[src/rtl/vga_timing_gen.sv]
// ---------------------------------------------------------------------------
// vga_timing_gen
// Parametrised VGA raster timing generator. It produces the horizontal and
// vertical counters, the sync pulses (with configurable polarity), the
// blanking flags and the visible-area flag. It also produces a "fetch" window
// that runs PRE clocks ahead of the visible area, so that pipelined pixel
// sources can prefetch.
//
// Ports:
//   clk        pixel-domain clock
//   rst        synchronous reset, active high (dominates ce)
//   ce         pixel enable; counters advance only when high
//   hcount     horizontal position, 0..H_TOTAL-1
//   vcount     line number, 0..V_TOTAL-1
//   hsync      horizontal sync, asserted level H_SYNC_POL
//   vsync      vertical sync, asserted level V_SYNC_POL
//   hblank     hcount >= H_VIS
//   vblank     vcount >= V_VIS
//   vis        visible area (~hblank & ~vblank)
//   fetch      visible window advanced by PRE clocks
//   line_end   ce & last pixel of a line (combinational)
//   frame_end  line_end & last line of a frame (combinational)
// ---------------------------------------------------------------------------
module vga_timing_gen #(
    parameter int CNT_W      = 12,
    parameter int H_VIS      = 640,
    parameter int H_FP       = 16,
    parameter int H_SYNC     = 96,
    parameter int H_BP       = 48,
    parameter int V_VIS      = 480,
    parameter int V_FP       = 10,
    parameter int V_SYNC     = 2,
    parameter int V_BP       = 33,
    parameter bit H_SYNC_POL = 1'b0,
    parameter bit V_SYNC_POL = 1'b0,
    parameter int PRE        = 6
) (
    input  logic             clk,
    input  logic             rst,
    input  logic             ce,
    output logic [CNT_W-1:0] hcount,
    output logic [CNT_W-1:0] vcount,
    output logic             hsync,
    output logic             vsync,
    output logic             hblank,
    output logic             vblank,
    output logic             vis,
    output logic             fetch,
    output logic             line_end,
    output logic             frame_end
);

    localparam int H_TOTAL = H_VIS + H_FP + H_SYNC + H_BP;
    localparam int V_TOTAL = V_VIS + V_FP + V_SYNC + V_BP;

    // Reject configurations whose counters would not fit or whose fetch
    // lead reaches back past the start of the horizontal blanking.
    if (longint'(H_TOTAL - 1) >= (longint'(1) << CNT_W) ||
        longint'(V_TOTAL - 1) >= (longint'(1) << CNT_W)) begin : g_cnt_w_check
        $error("vga_timing_gen: CNT_W too small for H_TOTAL-1 / V_TOTAL-1");
    end
    if (PRE < 0 || PRE > H_FP + H_SYNC + H_BP) begin : g_pre_check
        $error("vga_timing_gen: PRE out of range 0..H_FP+H_SYNC+H_BP");
    end

    localparam logic [CNT_W-1:0] H_LAST   = CNT_W'(H_TOTAL - 1);
    localparam logic [CNT_W-1:0] V_LAST   = CNT_W'(V_TOTAL - 1);
    localparam logic [CNT_W-1:0] H_VIS_C  = CNT_W'(H_VIS);
    localparam logic [CNT_W-1:0] V_VIS_C  = CNT_W'(V_VIS);
    localparam logic [CNT_W-1:0] HS_FIRST = CNT_W'(H_VIS + H_FP);
    localparam logic [CNT_W-1:0] HS_LAST  = CNT_W'(H_VIS + H_FP + H_SYNC - 1);
    localparam logic [CNT_W-1:0] VS_FIRST = CNT_W'(V_VIS + V_FP);
    localparam logic [CNT_W-1:0] VS_LAST  = CNT_W'(V_VIS + V_FP + V_SYNC - 1);

    // Early part of the fetch window: same line, ending PRE clocks before the
    // visible pixels end. It is empty when PRE swallows the whole visible line.
    localparam bit               HAS_EARLY = (PRE < H_VIS);
    localparam logic [CNT_W-1:0] EARLY_END = HAS_EARLY ? CNT_W'(H_VIS - PRE) : '0;
    // Lead part: the last PRE clocks of the previous line. With PRE=0 this
    // part is empty, so fetch collapses onto vis.
    localparam bit               HAS_LEAD   = (PRE > 0);
    localparam logic [CNT_W-1:0] LEAD_START = HAS_LEAD ? CNT_W'(H_TOTAL - PRE) : '0;

    logic [CNT_W-1:0] h_nxt;
    logic [CNT_W-1:0] v_nxt;
    logic [CNT_W-1:0] v_after;   // line following v_nxt, modulo V_TOTAL
    logic             fetch_nxt;

    // NOTE: every variable written here gets a default first, so no path can
    // leave one unassigned and infer a latch.
    always_comb begin
        h_nxt = hcount;
        v_nxt = vcount;
        if (ce) begin
            if (hcount == H_LAST) begin
                h_nxt = '0;
                v_nxt = (vcount == V_LAST) ? '0 : vcount + 1'b1;
            end else begin
                h_nxt = hcount + 1'b1;
            end
        end
    end

    always_comb begin
        v_after   = (v_nxt == V_LAST) ? '0 : v_nxt + 1'b1;
        fetch_nxt = (HAS_EARLY && (v_nxt < V_VIS_C) && (h_nxt < EARLY_END)) ||
                    (HAS_LEAD  && (h_nxt >= LEAD_START) && (v_after < V_VIS_C));
    end

    // The flags are registered from the next-state counters. That keeps them
    // aligned with the hcount/vcount shown in the same cycle and glitch-free.
    // NOTE: sequential state uses non-blocking assignments, so every register
    // samples the pre-edge values regardless of statement order.
    always_ff @(posedge clk) begin
        if (rst) begin
            hcount <= '0;
            vcount <= '0;
            hsync  <= ~H_SYNC_POL;
            vsync  <= ~V_SYNC_POL;
            hblank <= 1'b0;
            vblank <= 1'b0;
            fetch  <= HAS_EARLY;
        end else begin
            hcount <= h_nxt;
            vcount <= v_nxt;
            hsync  <= ((h_nxt >= HS_FIRST) && (h_nxt <= HS_LAST)) ? H_SYNC_POL : ~H_SYNC_POL;
            vsync  <= ((v_nxt >= VS_FIRST) && (v_nxt <= VS_LAST)) ? V_SYNC_POL : ~V_SYNC_POL;
            hblank <= (h_nxt >= H_VIS_C);
            vblank <= (v_nxt >= V_VIS_C);
            fetch  <= fetch_nxt;
        end
    end

    assign vis       = ~hblank & ~vblank;
    assign line_end  = ce & (hcount == H_LAST);
    assign frame_end = line_end & (vcount == V_LAST);

endmodule

[config.mk]
export PLATFORM = sky130hd
export DESIGN_NAME = vga_timing_gen
export DESIGN_NICKNAME = d
export VERILOG_FILES = /design/src/rtl/vga_timing_gen.sv
export SDC_FILE = /design/constraint.sdc
export NUM_CORES = 1
export LEC_CHECK = 0
export ABC_AREA = 1
export BUFFER_PORTS_ARGS = -buffer_cell sky130_fd_sc_hd__buf_2
export CORE_ASPECT_RATIO = 0.6
export CORE_UTILIZATION = 51
export CTS_CLUSTER_DIAMETER = 120
export CTS_CLUSTER_SIZE = 20
export DETAILED_ROUTE_END_ITERATION = 8
export PLACE_DENSITY = 0.84
export SKIP_CTS_REPAIR_TIMING = 1
export SYNTH_ARGS = -nofsm -noshare
export SYNTH_HDL_FRONTEND = slang
export SYNTH_SLANG_ARGS = --single-unit
[constraint.sdc]
create_clock -name clk -period 1.85 [get_ports clk]
set_input_delay 0.185 -clock clk [delete_from_list [all_inputs] [get_ports clk]]
set_output_delay 0.185 -clock clk [all_outputs]
set_load 0.02 [all_outputs]
==> metrics.txt, run 1 <==
CTS sink count=29; reg2reg start=hcount[0]; MaxCap Viol Count=0; via count=3,168; max incr delay on CP=0.37 ns; pin slew with the least headroom to its limit=0.355 ns; pwr dens=360 nW/µm²; fillcell total=260; Root Buffer=clkbuf_8; fin. max-slew vios=0; first-pass GRT wire length=12,100 µm; status=finished, violations left; area share of fa/ha/maj cells after synthesis=1.70%; Setup crit start=hcount[0]; CTS tree=done; stages on the worst setup path=15; post-synthesis cell count=373; vias in the first global route=2,529; Die W=87.1 µm; die area=4620 µm²; DRT antenna net count=0; initial antenna violation count=0; Area growth syn-to-layout=56.5%; gr usage total=35.5%; Initial Util=53.4%; Reg clk slew, reported paths=0.07 ns; post-route non-filler standard cell count=560; Critical Path End Type=register; RSZ-0062 raised after global routing=true; Synth Cell Area=2210 µm²; total wire length=9350 µm; Avg Vias per Cell=5.66; post-route clock skew=0.00587 ns; Yosys top cell by area=dfxtp_1; post-layout minimum cycle time=2.22 ns; DP Cell Count=540; synthesized flop and latch total=29; Fin Hold WS=0.240 ns; Mean Syn Cell Area=5.93 µm²; Max Root-Sink Buffers=2; failing checks=setup timing; WP buf/inv=2; fin util=83.6%; Seq/Total Area, Yosys=26.2%; DR iter-0 viols=473; synth warn=0; ranking of synthesized cells by area=dfxtp_1, nand2_1, nor2_1; dpl hpwl=6160 µm; Leak=0.00176 µW; H-Tree Depth=2; final worst-path cycle share=120%; CP cell instances=ha_4 -> nand2_4 -> buf_4 -> nor2_4 -> nand2_2 -> nor2_4 -> buf_4 -> nand3_1 -> nand2_1 -> nand2_1 -> nor3_1 -> nand3_1 -> nand2_1 -> nor2_1 -> nand2_1; synth unique cells=33; Final Hold Vio Count=0; Slew headroom=76.1%; Setup crit end=fetch; WP data arrival=2.46 ns; Port Buf Inserts=34; clock buffer count from CTS=5; Slowest-stage cell, CP=dfxtp_4; worst hold path type=in2reg; clk_lat worst skew=0.29 ns; boundary pin count=35; WS Path Type=reg2reg; Setup WS post-layout=-0.372 ns; Remaining DRCs=0; Worst path top cell family by delay=simple AND/OR/NAND/NOR gates; Syn Nets=379; largest family of logic cells by synthesized area=simple AND/OR/NAND/NOR gates; area share of the largest cell type after synthesis=26.2%; post-synthesis mux area share=0.452%; DR pass1 iterations=6; largest net degree at the start of global routing=25; grt ovf=0; fmax=0.450 GHz; Worst R2R End=fetch; WL per Instance=16.7 µm; layout cells sized above 1=42.8%; # diodes=0; worst vdd ir=326 µV; reg2reg setup slack=-0.37 ns; CP max FO=6; Post-Synth XOR/XNOR Area=3.56%; core area=4140 µm²; CP required=2.09 ns; Synth Area in Simple Gates=53.8%; nets=505; compound-cell area share of the yosys netlist=3.90%; chip height=53.0 µm; Crit path top cell by count=nand2_1; CP Launch Type=register; final setup vio count=10; Placer Congestion=0.995; reg2reg path depth=15; FP Rows=18
-- synthesized netlist by cell type, drive strengths merged --
library cell and instances:
nand2 104, nor2 87, inv 47, nand3 40, dfxtp 29, nand4 19
nor3 9, xor2 8, a21oi 6, buf 4, clkbuf 4, o21ai 4
ha 3, a31oi 1, clkinv 1, mux2i 1, nor4 1, o2111ai 1
o211ai 1, o21bai 1, or2 1, xnor2 1
-- report_power, final --
part	switching [µW]	internal, µW
combinational	54.7	30.1
sequential	6.44	629
clock	268	260
total	329	919
-- worst register-to-register path: cells and delay by family, from the launching register on --
kind | cells | cell delay [ns]
adder cells (fa/ha/maj) | 1 | 0.15
buffers and inverters | 2 | 0.31
flip-flops | 1 | 0.37
AND/OR/NAND/NOR | 12 | 1.35
-- kinds of logic after synthesis --
family	Yosys count
buffers and inverters	56
xor gates and xnor gates	9
muxes	1
DFF	29
and+or+nand+nor	261
AOI/OAI and AO/OA	14
adders and majority gates	3
-- state kept, by name, indices dropped and copies added, names as in the netlist --
name    flops
fetch       1
hblank      1
hcount     12
hsync       1
vblank      1
vcount     12
vsync       1
-- how the worst min path moves through the flow --
| stage | start | to | cells past startpoint |
|---|---|---|---|
| after floorplan | rst | vblank | 1 |
| after global placement | rst | vcount[8] | 2 |
| after detailed placement | rst | vcount[8] | 2 |
| after CTS | rst | vcount[8] | 2 |
| after global routing | rst | vcount[7] | 2 |
| final | rst | vcount[7] | 2 |
-- layout by cell type (no fill, tap or decap), types with 3 or more instances in the layout --
cell      instances
clkbuf_8          5
dfxtp_1          19
buf_4            88
xor2_1            4
inv_2             7
o21ai_0           3
nand3_1          36
nand2_2          19
xor2_2            3
inv_1            40
nand3_2           4
buf_2            33
nor3_1            6
nand4_1          19
nor2_4           13
nand2_4           4
dfxtp_2           8
nand2_1          81
nor2_1           65
buf_6             5
a21oi_1           5
nor2_2            9
-- area by class of cell --
| cell class | instances | area [µm²] | share of cell area [%] |
|---|---|---|---|
| clock buffer | 5 | 68.8 | 1.99 |
| clock inverter | 3 | 16.3 | 0.469 |
| inverter | 48 | 180 | 5.20 |
| multi-input combinational | 288 | 1620 | 46.9 |
| sequential | 29 | 598 | 17.3 |
| tap | 60 | 75.1 | 2.17 |
| timing repair buffer | 127 | 902 | 26.0 |
-- per-layer routing --
metal  share of wire [%]  vias to the layer above  wire (µm)  GRT usage (%)
li1                    -                     1438          -              -
met1                  41                     1420       3840           51.3
met2                  41                      253       3810           51.3
met3                  14                       57       1260           9.98
met4                 4.6                        0        432           8.06
met5                   0                        -          0              0
-- metrics by stage --
stage / area [µm²] / TNS, ns / power (µW) / setup WS [ns]
2_1_floorplan: 2260 / -0.0209 / 694 / -0.0170
3_3_place_gp: 3080 / -1.22 / 724 / -0.314
3_5_place_dp: 3080 / -1.23 / 726 / -0.319
4_1_cts: 3160 / -1.73 / 1240 / -0.339
5_1_grt: 3460 / -3.24 / 1280 / -0.484
6_report: 3460 / -2.00 / 1250 / -0.372
(Power assumes the default switching activity.)
==> inputs of run 2 (changes only) <==
--- a/config.mk
+++ b/config.mk
@@ -7,7 +7,6 @@
 export LEC_CHECK = 0
 export ABC_AREA = 1
 export BUFFER_PORTS_ARGS = -buffer_cell sky130_fd_sc_hd__buf_2
-export CORE_ASPECT_RATIO = 0.6
 export CORE_UTILIZATION = 51
 export CTS_CLUSTER_DIAMETER = 120
 export CTS_CLUSTER_SIZE = 20
==> constraint.sdc (replaced) <==
create_clock -name clk -period 1.85 [get_ports clk]
set_input_delay 0.0925 -clock clk [delete_from_list [all_inputs] [get_ports clk]]
set_output_delay 0.0925 -clock clk [all_outputs]
set_load 0.02 [all_outputs]
==> run 2 against run 1 <==
The run still ends with setup timing left. Sequential share of layout area rose by 0.52 points. Final cell count fell by 3.9%. Sequential cell count did not move. Critical path type unchanged. Critical endpoint unchanged.
==> metrics.txt, run 2 (same netlist as run 1, synthesis figures left out) <==
via count=3,118 (-1.6%); CP required=2.03 ns (-0.06 ns); hold wc startpoint=rst; Critical Path End Type=register; Final Hold Vio Count=0 (unchanged); fmax=0.456 GHz (+1.4%); WP buf/inv=2 (unchanged); grt ovf=0 (unchanged); sw frac=24.5% (-1.9 points); Top Registers=hcount: 12 flops, vcount: 12 flops; CTS sink count=29 (unchanged); setup TNS=-1.16 ns (+0.846 ns); Setup crit start=hcount[1]; Setup WS post-layout=-0.342 ns (+0.0300 ns); CP Launch Type=register; Initial Util=54.2% (+0.75 points); RSZ-0062 raised after global routing=true; Slowest-stage cell, CP=dfxtp_4; Area growth syn-to-layout=52.6%; vias in the first global route=2,664 (+5.3%); most frequent cells in the layout=nand2_1, buf_4, nor2_1; reg2reg start=hcount[1]; worst vdd ir=427 µV (+31%); CP cell instances=ha_4 -> nand2_4 -> nor2_4 -> nand2_2 -> nor2_4 -> buf_12 -> nand2_4 -> nor2_1 -> nor2_1 -> nor2_2 -> nand2_1 -> nor2_4 -> o211ai_1 -> nand2_1 -> inv_1 -> nand3_1 -> nand2_1; H-Tree Depth=2 (unchanged); FP Rows=23 (+5); DP Worst Slack=-0.257 ns (+0.0626 ns); Leak=0.00173 µW (-1.4%); WL per Instance=15.9 µm (-4.6%); first-pass GRT wire length=11,600 µm (-3.6%); CTS tree=done; nets=493 (-2.4%); worst hold path type=in2reg; Root Buffer=clkbuf_8; clk_lat worst skew=0.29 ns (about the same); sequential power share=45.0% (-5.9 points); gr usage total=33.8% (-1.7 points); total design power=1410 µW (+13%); die area=4610 µm² (-0.19%); post-route clock skew=0.00836 ns (+0.00250 ns); largest net degree at the start of global routing=32 (+28%); DR pass1 iterations=6 (unchanged); Max Root-Sink Buffers=2 (unchanged); clock buffer count from CTS=5 (unchanged); Reg clk slew, reported paths=0.07 ns (about the same); chip height=67.9 µm (+28%); CP max FO=20 (+14); max incr delay on CP=0.37 ns (about the same); WP data arrival=2.38 ns (-0.08 ns); total wire length=8570 µm (-8.3%); pwr dens=418 nW/µm² (+16%); final worst-path cycle share=118% (-1.6 points); Sw Pwr=346 µW (+4.9%); DR iter-0 viols=643 (+36%); cell internal pwr=1060 µW (+16%); DRT antenna net count=0 (unchanged); initial antenna violation count=0 (unchanged); failing checks=setup timing; commonest non-fill, non-tap cell in the layout=nand2_1; Worst path top cell family by delay=simple AND/OR/NAND/NOR gates; boundary pin count=35 (unchanged); # diodes=0 (unchanged); fin. max-slew vios=0 (unchanged); dpl hpwl=5500 µm (-11%); status=finished, violations left; Die W=67.9 µm (-22%); MaxCap Viol Count=0 (unchanged); clock power share=48.8% (+6.5 points); Remaining DRCs=0 (unchanged); Placer Congestion=0.943 (-5.2%); post-layout minimum cycle time=2.19 ns (-0.0300 ns); Logic pwr share=6.2% (-0.6 points); Port Buf Inserts=34 (unchanged); core area=4090 µm² (-1.4%); Slew headroom=78.0% (+1.9 points); WS Path Type=reg2reg; final setup vio count=7 (-3); Avg Vias per Cell=5.80 (+2.4%); pin slew with the least headroom to its limit=0.329 ns (-0.0264 ns); layout cells sized above 1=41.0% (-1.8 points)
run 2: changes by cell type in the layout (fill, tap and decap cells not counted), sizes merged:
cell / previous run / this run
bufinv: 0 / 1
clkinv: 3 / 2
buf: 127 / 115
run 2: cell type report:
type | count | area, µm²
clock buffers | 5 | 68.8
clock inverters | 3 | 45.0
fillers | 241 | 709
inverters | 48 | 188
multi-input cells | 288 | 1580
flip-flops and latches | 29 | 601
well taps | 50 | 62.6
repair buffers | 115 | 836
run 2: layer usage:
metal / vias up / part of all wire, % / global-route usage (%)
met5: - / 0 / 0
met4: 0 / 5.8 / 14.3
met3: 69 / 10 / 9.50
met2: 236 / 46 / 51.7
met1: 1398 / 38 / 44.2
li1: 1415 / - / -
run 2: worst paths after layout:
| check | slack (ns) | to | cells past startpoint |
|---|---|---|---|
| min | 0.13 | vcount[4] | 2 |
| max reg2reg | -0.34 | fetch | 17 |
| max | -0.34 | fetch | 17 |
| min reg2reg | 0.65 | hcount[11] | 3 |
run 2: power groups by stage:
stage | Sequential, µW | Clock [µW] | Combinational (µW)
floorplan | 656 | 0 | 38.3
global placement | 648 | 0 | 75.3
detailed placement | 649 | 0 | 78.1
CTS | 634 | 697 | 78.4
global route | 635 | 728 | 90.7
finish | 635 | 689 | 86.9
run 2: metrics by stage:
stage | utilization [%] | cell area, µm² | std cells | hold WS [ns]
floorplan | - | 2260 | 373 | 0.165
global placement | 74.4 | 3040 | 525 | 0.421
detailed placement | 74.4 | 3040 | 525 | 0.425
CTS | 77.2 | 3150 | 533 | 0.125
global route | 82.6 | 3380 | 538 | 0.140
finish | 82.6 | 3380 | 538 | 0.131
